--- src/rtl/ps_bigreg_collector_pkg.sv ---
// Shared mem_map layout for the PS_BIGREG groups and the collector state encoding.
package ps_bigreg_collector_pkg;

  typedef enum logic [2:0] {
    IDLE,
    READ,
    DRAIN,
    CLEAR,
    PRESENT
  } collector_state_t;

  localparam int MEM_MAP_SIZE  = 256;
  localparam int WD_DATA_WIDTH = 16;

  localparam int PS_SEED_BASE_ID  = 1;
  localparam int PS_SEED_SAMPLES  = 16;
  localparam int CHAN_MUX_BASE_ID = 30;
  localparam int CHAN_MUX_SAMPLES = 2;
  localparam int SDC_BASE_ID      = 40;
  localparam int SDC_SAMPLES      = 16;

  // The group's fresh/valid flag lives directly after its data entries.
  function automatic int valid_id(input int base_id, input int samples);
    return base_id + samples;
  endfunction

endpackage

--- src/rtl/ps_bigreg_collector_if.sv ---
// mem_map read port plus the assembled-register valid/ready channel of one collector.
interface ps_bigreg_collector_if
  import ps_bigreg_collector_pkg::*;
#(
  parameter int ID_W    = $clog2(MEM_MAP_SIZE),
  parameter int DATA_W  = WD_DATA_WIDTH,
  parameter int SAMPLES = PS_SEED_SAMPLES
);

  logic                      mem_rd_en;
  logic [ID_W-1:0]           mem_rd_id;
  logic [DATA_W-1:0]         mem_rd_data;
  logic [SAMPLES*DATA_W-1:0] reg_data;
  logic                      reg_valid;
  logic                      reg_ready;

  modport master (
    output mem_rd_en, mem_rd_id, reg_data, reg_valid,
    input  mem_rd_data, reg_ready
  );

  modport slave (
    input  mem_rd_en, mem_rd_id, reg_data, reg_valid,
    output mem_rd_data, reg_ready
  );

endinterface

--- src/rtl/ps_bigreg_collector.sv ---
// Collects one PS_BIGREG group from mem_map into a wide register once its valid bit is fresh.
// Latency SAMPLES+3 from fresh valid to reg_valid; holds reg_data stable until reg_ready.
module ps_bigreg_collector
  import ps_bigreg_collector_pkg::*;
#(
  parameter int MEM_SIZE = MEM_MAP_SIZE,
  parameter int DATA_W   = WD_DATA_WIDTH,
  parameter int BASE_ID  = PS_SEED_BASE_ID,
  parameter int SAMPLES  = PS_SEED_SAMPLES
) (
  input  logic               clk,
  input  logic               rst_n,
  input  logic               flush_i,
  input  logic [SAMPLES:0]   fresh_i,
  output logic [SAMPLES:0]   clr_fresh_o,
  output logic               busy_o,
  ps_bigreg_collector_if.master bus
);

  localparam int ID_W     = $clog2(MEM_SIZE);
  localparam int IDX_W    = (SAMPLES > 1) ? $clog2(SAMPLES) : 1;
  localparam int VALID_ID = valid_id(BASE_ID, SAMPLES);

  if (SAMPLES < 1) begin : g_bad_samples
    $error("ps_bigreg_collector: SAMPLES must be at least 1");
  end
  if (VALID_ID >= MEM_SIZE) begin : g_bad_range
    $error("ps_bigreg_collector: BASE_ID+SAMPLES must be below MEM_SIZE");
  end

  collector_state_t          r_state;
  collector_state_t          w_next_state;
  logic [SAMPLES:0]          r_mask;
  logic [IDX_W-1:0]          r_rd_idx;
  logic                      r_cap_en;
  logic [IDX_W-1:0]          r_cap_idx;
  logic [SAMPLES*DATA_W-1:0] r_reg;
  logic                      w_start;

  assign w_start = (r_state == IDLE) && fresh_i[SAMPLES] && !flush_i;

  always_ff @(posedge clk or negedge rst_n) begin
    if (!rst_n) begin
      r_state <= IDLE;
    end else begin
      r_state <= w_next_state;
    end
  end

  always_comb begin
    w_next_state = r_state;
    case (r_state)
      IDLE:    if (fresh_i[SAMPLES]) w_next_state = READ;
      READ:    if (r_rd_idx == IDX_W'(SAMPLES - 1)) w_next_state = DRAIN;
      DRAIN:   w_next_state = CLEAR;
      CLEAR:   w_next_state = PRESENT;
      PRESENT: if (bus.reg_ready) w_next_state = IDLE;
      default: w_next_state = IDLE;
    endcase
    if (flush_i) w_next_state = IDLE;
  end

  assign bus.mem_rd_en = (r_state == READ);
  assign bus.mem_rd_id = (r_state == READ) ? ID_W'(BASE_ID) + ID_W'(r_rd_idx) : '0;
  assign bus.reg_valid = (r_state == PRESENT);
  assign bus.reg_data  = r_reg;
  assign busy_o        = (r_state != IDLE);
  // Only the bits seen at snapshot time are cleared; later arrivals stay pending.
  assign clr_fresh_o   = ((r_state == CLEAR) && !flush_i) ? r_mask : '0;

  always_ff @(posedge clk or negedge rst_n) begin
    if (!rst_n) begin
      r_mask   <= '0;
      r_rd_idx <= '0;
    end else if (w_start) begin
      r_mask   <= fresh_i;
      r_rd_idx <= '0;
    end else if (r_state == READ) begin
      r_rd_idx <= r_rd_idx + IDX_W'(1);
    end
  end

  // Read data arrives one cycle after the request, so en/idx are delayed to match.
  always_ff @(posedge clk or negedge rst_n) begin
    if (!rst_n) begin
      r_cap_en  <= 1'b0;
      r_cap_idx <= '0;
      r_reg     <= '0;
    end else begin
      r_cap_en  <= bus.mem_rd_en && !flush_i;
      r_cap_idx <= r_rd_idx;
      if (r_cap_en && !flush_i) begin
        r_reg[r_cap_idx*DATA_W +: DATA_W] <= bus.mem_rd_data;
      end
    end
  end

endmodule

--- src/flat_wrapper.sv ---
// flat-port wrapper written by rule: the top's interface ports become plain ports
module ps_bigreg_collector_flat import ps_bigreg_collector_pkg::*;
#(
  parameter int MEM_SIZE = MEM_MAP_SIZE,
  parameter int DATA_W   = WD_DATA_WIDTH,
  parameter int BASE_ID  = PS_SEED_BASE_ID,
  parameter int SAMPLES  = PS_SEED_SAMPLES
)
  (clk, rst_n, flush_i, fresh_i, clr_fresh_o, busy_o, bus_mem_rd_en, bus_mem_rd_id, bus_reg_data, bus_reg_valid, bus_mem_rd_data, bus_reg_ready);
  ps_bigreg_collector_if #(.ID_W(8), .DATA_W(DATA_W), .SAMPLES(SAMPLES)) bus_i ();
  input  logic clk;
  input  logic rst_n;
  input  logic flush_i;
  input  logic [SAMPLES:0] fresh_i;
  output logic [SAMPLES:0] clr_fresh_o;
  output logic busy_o;
  output wire logic [$bits(bus_i.mem_rd_en)-1:0] bus_mem_rd_en;
  output wire logic [$bits(bus_i.mem_rd_id)-1:0] bus_mem_rd_id;
  output wire logic [$bits(bus_i.reg_data)-1:0] bus_reg_data;
  output wire logic [$bits(bus_i.reg_valid)-1:0] bus_reg_valid;
  input wire logic [$bits(bus_i.mem_rd_data)-1:0] bus_mem_rd_data;
  input wire logic [$bits(bus_i.reg_ready)-1:0] bus_reg_ready;
  assign bus_mem_rd_en = bus_i.mem_rd_en;
  assign bus_mem_rd_id = bus_i.mem_rd_id;
  assign bus_reg_data = bus_i.reg_data;
  assign bus_reg_valid = bus_i.reg_valid;
  assign bus_i.mem_rd_data = bus_mem_rd_data;
  assign bus_i.reg_ready = bus_reg_ready;
  ps_bigreg_collector #(.MEM_SIZE(MEM_SIZE), .DATA_W(DATA_W), .BASE_ID(BASE_ID), .SAMPLES(SAMPLES)) u_core (.clk(clk), .rst_n(rst_n), .flush_i(flush_i), .fresh_i(fresh_i), .clr_fresh_o(clr_fresh_o), .busy_o(busy_o), .bus(bus_i));
endmodule
--- config.mk ---
export PLATFORM = sky130hd
export DESIGN_NAME = ps_bigreg_collector_flat
export DESIGN_NICKNAME = d
export VERILOG_FILES = /design/src/rtl/ps_bigreg_collector_pkg.sv /design/src/rtl/ps_bigreg_collector_if.sv /design/src/rtl/ps_bigreg_collector.sv /design/src/flat_wrapper.sv
export SDC_FILE = /design/constraint.sdc
export NUM_CORES = 1
export LEC_CHECK = 0
export ABC_AREA = 1
export BUFFER_PORTS_ARGS = -buffer_cell sky130_fd_sc_hd__clkbuf_2
export CAP_MARGIN = 20
export CORE_UTILIZATION = 49
export DETAILED_ROUTE_END_ITERATION = 8
export HOLD_SLACK_MARGIN = 0.06
export PLACE_DENSITY = 0.73
export SYNTH_ARGS = -nofsm -noshare
export SYNTH_HDL_FRONTEND = slang
export SYNTH_SLANG_ARGS = --single-unit
--- constraint.sdc ---
create_clock -name clk -period 2.8 [get_ports clk]
set_input_delay 0.14 -clock clk [delete_from_list [all_inputs] [get_ports clk]]
set_output_delay 0.14 -clock clk [all_outputs]
set_load 0.005 [all_outputs]
==> reports/qor.yml, run 1 <==
worstSetupPathType: "reg2reg"
yosysWarnings: 0
critPathCaptureType: "flop"
first_pass_iters: 6
r2r_slack_ns: 0.29
drtAntennaViolNets: 0
tightestPinTransition_ns: 1.11
cp-startpoint: "u_core.r_cap_idx[0]"
max_slew_margin_pct: 26.1
crit_chain: "nor3_1, ha_4, buf_4, nand4_1, o21ai_0"
first_iter_violations: 1225
drt-total-wl_microns: 41500
antenna_found_initial: 1
synth_area_sq_um: 12900
die_width_microns: 164
powerDensity_nw_per_um2: 860
grt_max_degree: 103
final_net_count: 1811
drcViolationCount: 0
ios: 321
reg2regPathDepth: 5
overflow: 0
start_util_pct: 49.8
gp_congestion: 0.847
synth_area_leaders: "dfrtp_1 55%, nand2_1 15%, nand4_1 6.3%"
seq_area_frac_synth_pct: 55.3
rows: 59
path_delay_family: "buffers and inverters"
rsz0062_at_grt: "no"
area_growth_syn_to_layout_pct: 22.9
fmax_mhz: 399
slowest_stage: "buf_4"
drive_above_1_share_pct: 24.7
cts_buffer_depth: 3
crit_cells: 5
track_usage_pct: 30.5
synth_top_area_share_pct: 55.3
dp_hpwl_microns: 25900
grt_first_pass_wirelength_microns: 63200
port_buffers: 317
numClockSinks: 285
path_clk_slew_ns: 0.06
r2r-start: "u_core.r_cap_idx[0]"
status: "finished, final reports clean"
power.leakage_nw: 8.14
netlist.top_cell.by_area: "dfrtp_1"
synth-seq-cells: 285
final_hold_viol_count: 0
slew_violations: 0
die_height_microns: 164
core_sq_um: 25900
tns_ns: 0
ir_drop_v: 0.000866
fin_crit_sh_pct: 89.6
dr_total_vias: 11800
hp-class: "in2reg"
endpoint: "u_core.bus.reg_data[82]"
die_area_sq_um: 27000
finalSetupViolCount: 0
required_ns: 3.26
cts-root-buf: "clkbuf_16"
yosysUniqueCellTypes: 33
via_per_inst: 5.54
final.min_clock_period_ns: 2.51
power_w: 0.0136
timing.rr.end: "u_core.bus.reg_data[82]"
cts-htree-levels: 1
crit_path_start_kind: "flop"
finClkSkew_ns: 0.00899
critPathBufInv: 1
critical_path.max_fanout: 97
synthCells: 1499
cts_tree: "built"
drv_cap: 0
wl_per_cell_microns: 19.5
cts_inserted_buffers: 30
grt_pass1_vias: 11227
critPathArrivalTime_ns: 2.97
cts-resized-gates: 0
worst_path_largest_cell_delay_ns: 0.80
clkLatencyLatePin_ns: 0.55
syn_avg_cell_area_sq_um: 8.60
cells in the mapped netlist (all sizes together):
cell type and number:
nand2 507, dfrtp 285, o21ai 150, nand4 134
nor3 99, buf 69, clkbuf 64, inv 61
nor2 56, nand3 34, a21oi 16, nand3b 16
ha 3, xor2 2, conb 1, o22ai 1
o31ai 1
placed cells by master, fill, tap and decap left out, types with 5 or more instances in the layout:
cell type      instances
clkbuf_8               5
nor3_1                98
nor2_4                 6
a21oi_1               16
buf_4                 28
clkbuf_16             31
nand3_4                6
clkbuf_2             316
dfrtp_1              285
o21ai_0               52
nand4_1              130
o21ai_1               98
inv_2                 11
dlygate4sd3_1         21
nand3_1               27
inv_1                 48
nand3b_1              16
clkinv_2              14
nand2_1              503
buf_12                 5
nor2_1                47
layer usage:
| layer | wire length, microns | GRT usage (%) | vias up |
|---|---|---|---|
| met4 | 1050 | 9.39 | 0 |
| met1 | 17500 | 42.0 | 5645 |
| met5 | 0 | 0 | - |
| met2 | 19100 | 47.7 | 539 |
| li1 | - | - | 5544 |
| met3 | 3870 | 7.10 | 72 |
final cells by class:
class | count | area [sq um]
fill | 2235 | 10100
sequential | 285 | 7130
multi-input combinational | 1022 | 4890
timing repair buffer | 371 | 2120
clock buffer | 37 | 848
tap | 335 | 419
inverter | 61 | 233
clock inverter | 19 | 204
antenna | 1 | 2.50
worst min-delay path by stage:
stage                               endpoint  cells after the start  slack (ns)          startpoint
finish                u_core.bus.reg_data[1]                      3        0.16  bus_mem_rd_data[1]
global route        u_core.bus.reg_data[183]                      3        0.13  bus_mem_rd_data[7]
CTS                 u_core.bus.reg_data[183]                      3        0.12  bus_mem_rd_data[7]
detailed placement   u_core.bus.reg_data[25]                      1        0.25               rst_n
global placement    u_core.bus.reg_data[210]                      1        0.25               rst_n
floorplan             u_core.bus.reg_data[0]                      0       -0.16               rst_n
sequential cells by signal, indices dropped and copies added, names as in the netlist:
signal               count
u_core.r_cap_idx         4
u_core.r_cap_en          1
u_core.r_state           3
u_core.r_mask           17
u_core.r_rd_idx          4
u_core.bus.reg_data    256
power by group:
group          internal [W]  switching, W
registers           0.00439      0.000177
clock network       0.00252       0.00169
logic               0.00104       0.00380
total               0.00795       0.00567
cell families (layout without fill, tap and decap cells):
| family | Yosys count | in the layout | synth area share, % |
|---|---|---|---|
| AOI/OAI and AO/OA | 168 | 168 | 6.55 |
| xor gates and xnor gates | 2 | 2 | 0.136 |
| adders and majority gates | 3 | 3 | 0.291 |
| buffers and inverters | 194 | 488 | 7.01 |
| DFF | 285 | 285 | 55.3 |
| other | 1 | 4 | 0.0291 |
| and+or+nand+nor | 846 | 846 | 30.7 |
per-stage QoR:
step	area, sq um	cells	util, %	hold slack [ns]	worst slack (ns)
global route	15800	2130	61.1	0.131	0.197
global placement	14600	2053	56.3	0.246	0.490
CTS	15800	2130	61.1	0.122	0.371
floorplan	12900	1501	-	-0.156	0.618
detailed placement	14600	2053	56.3	0.253	0.405
finish	15800	2131	61.1	0.159	0.291
repair_timing:
item | in CTS | in global routing
buffers inserted | 0 | 0
hold buffers | 21 | 0
endpoints found under the hold margin | 116 | 0
tightest hold or removal path: cells and delay by family:
family / cells / cell delay (ns)
buffers and inverters: 2 / 0.44
AOI/OAI and AO/OA: 1 / 0.08
Power figures use the tool's default switching activity.
==> run 2: changes to the inputs <==
- CORE_MARGIN: not set -> 10
==> run 2 against run 1 <==
Compared with the run above:
- design area shrank 0.24%
- total power about the same
- fmax decreased by 2.3%
- wire length is 5.4% higher
- critical path depth increased by 2
- clock-buffer cell count increased by 1
- sequential cell count unchanged
- die area rose by 23%
- clock skew up 0.0058 ns
- non-clock buffer count is 4 lower
- global-route usage fell by 5.1 points
- worst setup slack worse by 0.059 ns
==> reports/qor.yml, run 2 (synthesized netlist as in run 1, its figures left out) <==
status: "finished, final reports clean"  # unchanged
core_sq_um: 26000  # was 25,900 sq um
fin_crit_sh_pct: 91.7  # was 89.6%
setup_slack_ns: 0.232  # was 0.291 ns
tightestPinTransition_ns: 1.10  # was 1.11 ns
first_pass_iters: 7  # was 6
gp_congestion: 0.850  # was 0.847
power_w: 0.0136  # about the same
final_cells: 2124  # was 2,131
tns_ns: 0  # unchanged
cts-htree-levels: 1  # unchanged
start_util_pct: 49.6  # was 49.8%
antenna_found_initial: 0  # was 1
grt_max_degree: 98  # was 103
final_cell_mix: "503 x nand2_1, 316 x clkbuf_2, 285 x dfrtp_1"  # unchanged
fin_area_sq_um: 15800  # about the same
cts-resized-gates: 0  # unchanged
place_ws_ns: 0.275  # was 0.405 ns
area_growth_syn_to_layout_pct: 22.6  # was 22.9%
rows: 59  # unchanged
fmax_mhz: 389  # was 399 MHz
final_hold_viol_count: 0  # unchanged
drive_above_1_share_pct: 24.4  # was 24.7%
post_dp_cell_area_sq_um: 14500  # was 14,600 sq um
critPathArrivalTime_ns: 3.03  # was 2.97 ns
crit_path_start_kind: "flop"  # unchanged
hp-class: "in2reg"  # unchanged
grt_first_pass_wirelength_microns: 68200  # was 63,200 microns
r2r_slack_ns: 0.23  # was 0.29 ns
dr_total_vias: 11769  # about the same
numClockSinks: 285  # unchanged
cts_inserted_buffers: 30  # unchanged
overflow: 0  # unchanged
max_slew_margin_pct: 26.6  # was 26.1%
drtAntennaViolNets: 0  # unchanged
final_net_count: 1807  # was 1,811
final_common_cell: "nand2_1"  # unchanged
rsz0062_at_grt: "no"  # unchanged
wl_per_cell_microns: 20.6  # was 19.5 microns
drt-total-wl_microns: 43800  # was 41,500 microns
cts_tree: "built"  # unchanged
grt_pass1_vias: 11459  # was 11.2k
required_ns: 3.26  # about the same
fillers: 2301  # was 2,235
finClkSkew_ns: 0.0148  # was 0.00899 ns
track_usage_pct: 25.4  # was 30.5%
powerDensity_nw_per_um2: 861  # was 860 nW/um^2
cts_buffer_depth: 3  # unchanged
final.min_clock_period_ns: 2.57  # was 2.51 ns
via_per_inst: 5.54  # about the same
port_buffers: 317  # unchanged
first_iter_violations: 1673  # was 1,225
dp_hpwl_microns: 29000  # was 25,900 microns
clkLatencyLatePin_ns: 0.57  # was 0.55 ns
die_width_microns: 182  # was 164 microns
ios: 321  # unchanged
drcViolationCount: 0  # unchanged
finalSetupViolCount: 0  # unchanged
power.leakage_nw: 8.11  # was 8.14 nW
critical_path.max_fanout: 15  # was 97
critPathCaptureType: "flop"  # unchanged
path_clk_slew_ns: 0.06  # about the same
worstSetupPathType: "reg2reg"  # unchanged
drv_cap: 0  # unchanged
diodes: 0  # was 1
die_height_microns: 182  # was 164 microns
dp.cells: 2049  # was 2,053
largest_reg_flops: 256  # unchanged
die_area_sq_um: 33200  # was 27,000 sq um
cts-root-buf: "clkbuf_16"  # unchanged
ir_drop_v: 0.00103  # was 0.000866 V
slew_violations: 0  # unchanged
run 2: power by group:
group	switching, W	internal [W]	total, W
registers	0.000177	0.00439	0.00457
logic	0.00375	0.00102	0.00477
clock network	0.00170	0.00257	0.00427
run 2: metrics by stage:
| step | util (%) | hold slack [ns] |
|---|---|---|
| 2_1_floorplan | - | -0.156 |
| 3_3_place_gp | 55.9 | 0.192 |
| 3_5_place_dp | 55.9 | 0.195 |
| 4_1_cts | 60.8 | 0.102 |
| 5_1_grt | 60.8 | 0.135 |
| 6_report | 60.8 | 0.132 |
run 2: worst paths after layout:
kind / cells past startpoint / startpoint / end
min: 3 / bus_mem_rd_data[1] / u_core.bus.reg_data[1]
max in group asynchronous: 3 / rst_n / u_core.bus.reg_data[226]
min reg2reg: 0 / u_core.r_rd_idx[3] / u_core.r_cap_idx[3]
max reg2reg: 7 / u_core.r_cap_idx[0] / u_core.bus.reg_data[248]
min in group asynchronous: 2 / rst_n / u_core.bus.reg_data[210]
max: 7 / u_core.r_cap_idx[0] / u_core.bus.reg_data[248]
run 2: worst max-delay path, cell delays in order (launching register included):
cell and delay, ns:
dfrtp_1 0.44, nor3_1 0.45, ha_4 0.30, clkinv_2 0.21, nand3_1 0.18, nor2_2 0.56, nand2_1 0.09, o21ai_0 0.23
run 2: final cells by class:
class	instances	area, sq um	area share, %
Sequential cell	285	7130	45.1
Multi-Input combinational cell	1022	4890	30.9
Timing Repair Buffer	367	2070	13.1
Clock buffer	38	841	5.32
Tap cell	335	419	2.65
Inverter	61	233	1.47
Clock inverter	16	219	1.39
run 2: timing repair:
item,CTS,global route
hold endpoints to repair,102,0
buffers inserted,0,0
hold buffers,21,0
run 2: layer usage:
metal	vias to the layer above	global-route usage, %	part of all wire (%)
met1	5606	33.6	41
met5	-	0	0
met2	581	39.1	46
met4	0	6.28	2.1
li1	5519	-	-
met3	63	8.90	11
==> run 3: changes to the inputs <==
- CORE_MARGIN: 10 -> 5
- CORE_UTILIZATION: 49 -> 40
- PLACE_DENSITY: 0.73 -> 0.62
==> run 3 against run 2 <==
Compared with the run above:
- clock-buffer cell count rose by 17
- worst setup slack gained 0.12 ns
- utilization is 11 points lower
- non-clock buffer count is 2 higher
- worst hold slack improved by 0.024 ns
- combinational power is essentially flat
- register-to-register slack improved by 0.12 ns
==> reports/qor.yml, run 3 (synthesized netlist as in run 1, its figures left out) <==
drive_above_1_share_pct: 24.2  # was 24.4%
drt-total-wl_microns: 44100  # was 43,800 microns
track_usage_pct: 23.7  # was 25.4%
core_sq_um: 31700  # was 26,000 sq um
diodes: 0  # unchanged
dr_total_vias: 11822  # about the same
first_iter_violations: 1082  # was 1,673
critical_path.max_fanout: 35  # was 15
powerDensity_nw_per_um2: 854  # was 861 nW/um^2
cts_hold_buf: 21  # unchanged
port_buffers: 317  # unchanged
path_clk_slew_ns: 0.05  # was 0.06 ns
rows: 65  # was 59
cts-htree-levels: 2  # was 1
die_width_microns: 190  # was 182 microns
power.leakage_nw: 8.12  # was 8.11 nW
die_height_microns: 190  # was 182 microns
drv_cap: 0  # unchanged
fin_crit_sh_pct: 87.3  # was 91.7%
tns_ns: 0  # unchanged
ir_drop_v: 0.000719  # was 0.00103 V
required_ns: 3.22  # was 3.26 ns
multi_input_area_sq_um: 4890  # unchanged
final_hold_viol_count: 0  # unchanged
cts_tree: "built"  # unchanged
timing.rr.end: "u_core.bus.reg_data[195]"  # was u_core.bus.reg_data[248]
rsz0062_at_grt: "no"  # unchanged
cts-resized-gates: 0  # unchanged
reg2regPathDepth: 8  # was 7
setup_slack_ns: 0.355  # was 0.232 ns
cts_inserted_buffers: 34  # was 30
grt_first_pass_wirelength_microns: 67300  # was 68,200 microns
slew_violations: 0  # unchanged
fmax_mhz: 409  # was 389 MHz
r2r_slack_ns: 0.35  # was 0.23 ns
dp_hpwl_microns: 28900  # was 29,000 microns
numClockSinks: 285  # unchanged
overflow: 0  # unchanged
fillers: 3057  # was 2,301
gp_congestion: 0.828  # was 0.850
post_cts_buffers: 0  # unchanged
crit_path_start_kind: "flop"  # unchanged
seq_area_sq_um: 7130  # unchanged
tightestPinTransition_ns: 0.680  # was 1.10 ns
cts-root-buf: "clkbuf_16"  # unchanged
largest_reg_flops: 256  # unchanged
area_growth_syn_to_layout_pct: 23.5  # was 22.6%
place_ws_ns: 0.412  # was 0.275 ns
final_cell_mix: "503 x nand2_1, 316 x clkbuf_2, 285 x dfrtp_1"  # unchanged
critPathArrivalTime_ns: 2.87  # was 3.03 ns
finClkSkew_ns: 0.0184  # was 0.0148 ns
ios: 321  # unchanged
critPathCaptureType: "flop"  # unchanged
first_pass_iters: 5  # was 7
clkLatencyLatePin_ns: 0.51  # was 0.57 ns
drtAntennaViolNets: 0  # unchanged
antenna_found_initial: 0  # unchanged
wl_per_cell_microns: 20.1  # was 20.6 microns
drcViolationCount: 0  # unchanged
worstSetupPathType: "reg2reg"  # unchanged
grt_pass1_vias: 11254  # was 11.5k
hp-class: "in2async"  # was in2reg
grt_max_degree: 66  # was 98
die_area_sq_um: 35900  # was 33,200 sq um
finalSetupViolCount: 0  # unchanged
final.min_clock_period_ns: 2.45  # was 2.57 ns
r2r-start: "u_core.r_cap_idx[0]"  # unchanged
final_common_cell: "nand2_1"  # unchanged
cts_buffer_depth: 3  # unchanged
via_per_inst: 5.38  # was 5.54
status: "finished, final reports clean"  # unchanged
final_core_util_pct: 50.2  # was 60.8%
start_util_pct: 40.7  # was 49.6%
max_slew_margin_pct: 54.6  # was 26.6%
final_net_count: 1813  # was 1,807
-- run 3: cell count changes in the layout (fill, tap and decap cells not counted), sizes merged --
cell / delta
clkbuf: +17
clkinv: -6
bufinv: -5
buf: +2
-- run 3: cell type report --
type | instances | share of cell area, %
Sequential cell | 285 | 44.8
Clock buffer | 55 | 6.62
Clock inverter | 5 | 0.173
Tap cell | 402 | 3.16
Inverter | 61 | 1.46
Multi-Input combinational cell | 1022 | 30.7
Timing Repair Buffer | 369 | 13.1
-- run 3: worst max path at each step --
stage | end | depth (start not counted) | start
floorplan | u_core.bus.reg_data[248] | 10 | u_core.r_cap_idx[0]
global placement | u_core.bus.reg_data[238] | 8 | u_core.r_cap_idx[0]
detailed placement | u_core.bus.reg_data[195] | 8 | u_core.r_cap_idx[0]
CTS | u_core.bus.reg_data[195] | 8 | u_core.r_cap_idx[0]
global route | u_core.bus.reg_data[195] | 8 | u_core.r_cap_idx[0]
finish | u_core.bus.reg_data[195] | 8 | u_core.r_cap_idx[0]
-- run 3: stage by stage --
stage / hold WS [ns] / cells / instance area (sq um) / power (W)
after floorplan: -0.156 / 1501 / 12900 / 0.00808
after global placement: 0.104 / 2118 / 14600 / 0.00929
after detailed placement: 0.107 / 2118 / 14600 / 0.00933
after CTS: 0.166 / 2199 / 15900 / 0.0136
after global routing: 0.186 / 2199 / 15900 / 0.0143
final: 0.156 / 2199 / 15900 / 0.0136
-- run 3: routing by layer --
| layer | share of wire, % | track usage, % | routed length (microns) |
|---|---|---|---|
| met1 | 42 | 33.1 | 18700 |
| met2 | 46 | 37.1 | 20100 |
| met3 | 10 | 6.46 | 4390 |
| met4 | 2.1 | 5.70 | 927 |
| met5 | 0 | 0 | 0 |
-- run 3: report_power, final --
part           leakage (nW)  total (W)  internal, W  switching, W
sequential             3.91    0.00457      0.00439      0.000173
clock                 0.529    0.00425      0.00257       0.00168
combinational          3.68    0.00478      0.00101       0.00377
-- run 3: critical path, stage by stage (launching register included) --
cell	delay (ns)
dfrtp_1	0.43
inv_2	0.08
buf_4	0.35
nand2_1	0.21
nor2_8	0.44
nand3_4	0.33
inv_2	0.33
nand2_1	0.11
nand2_1	0.08
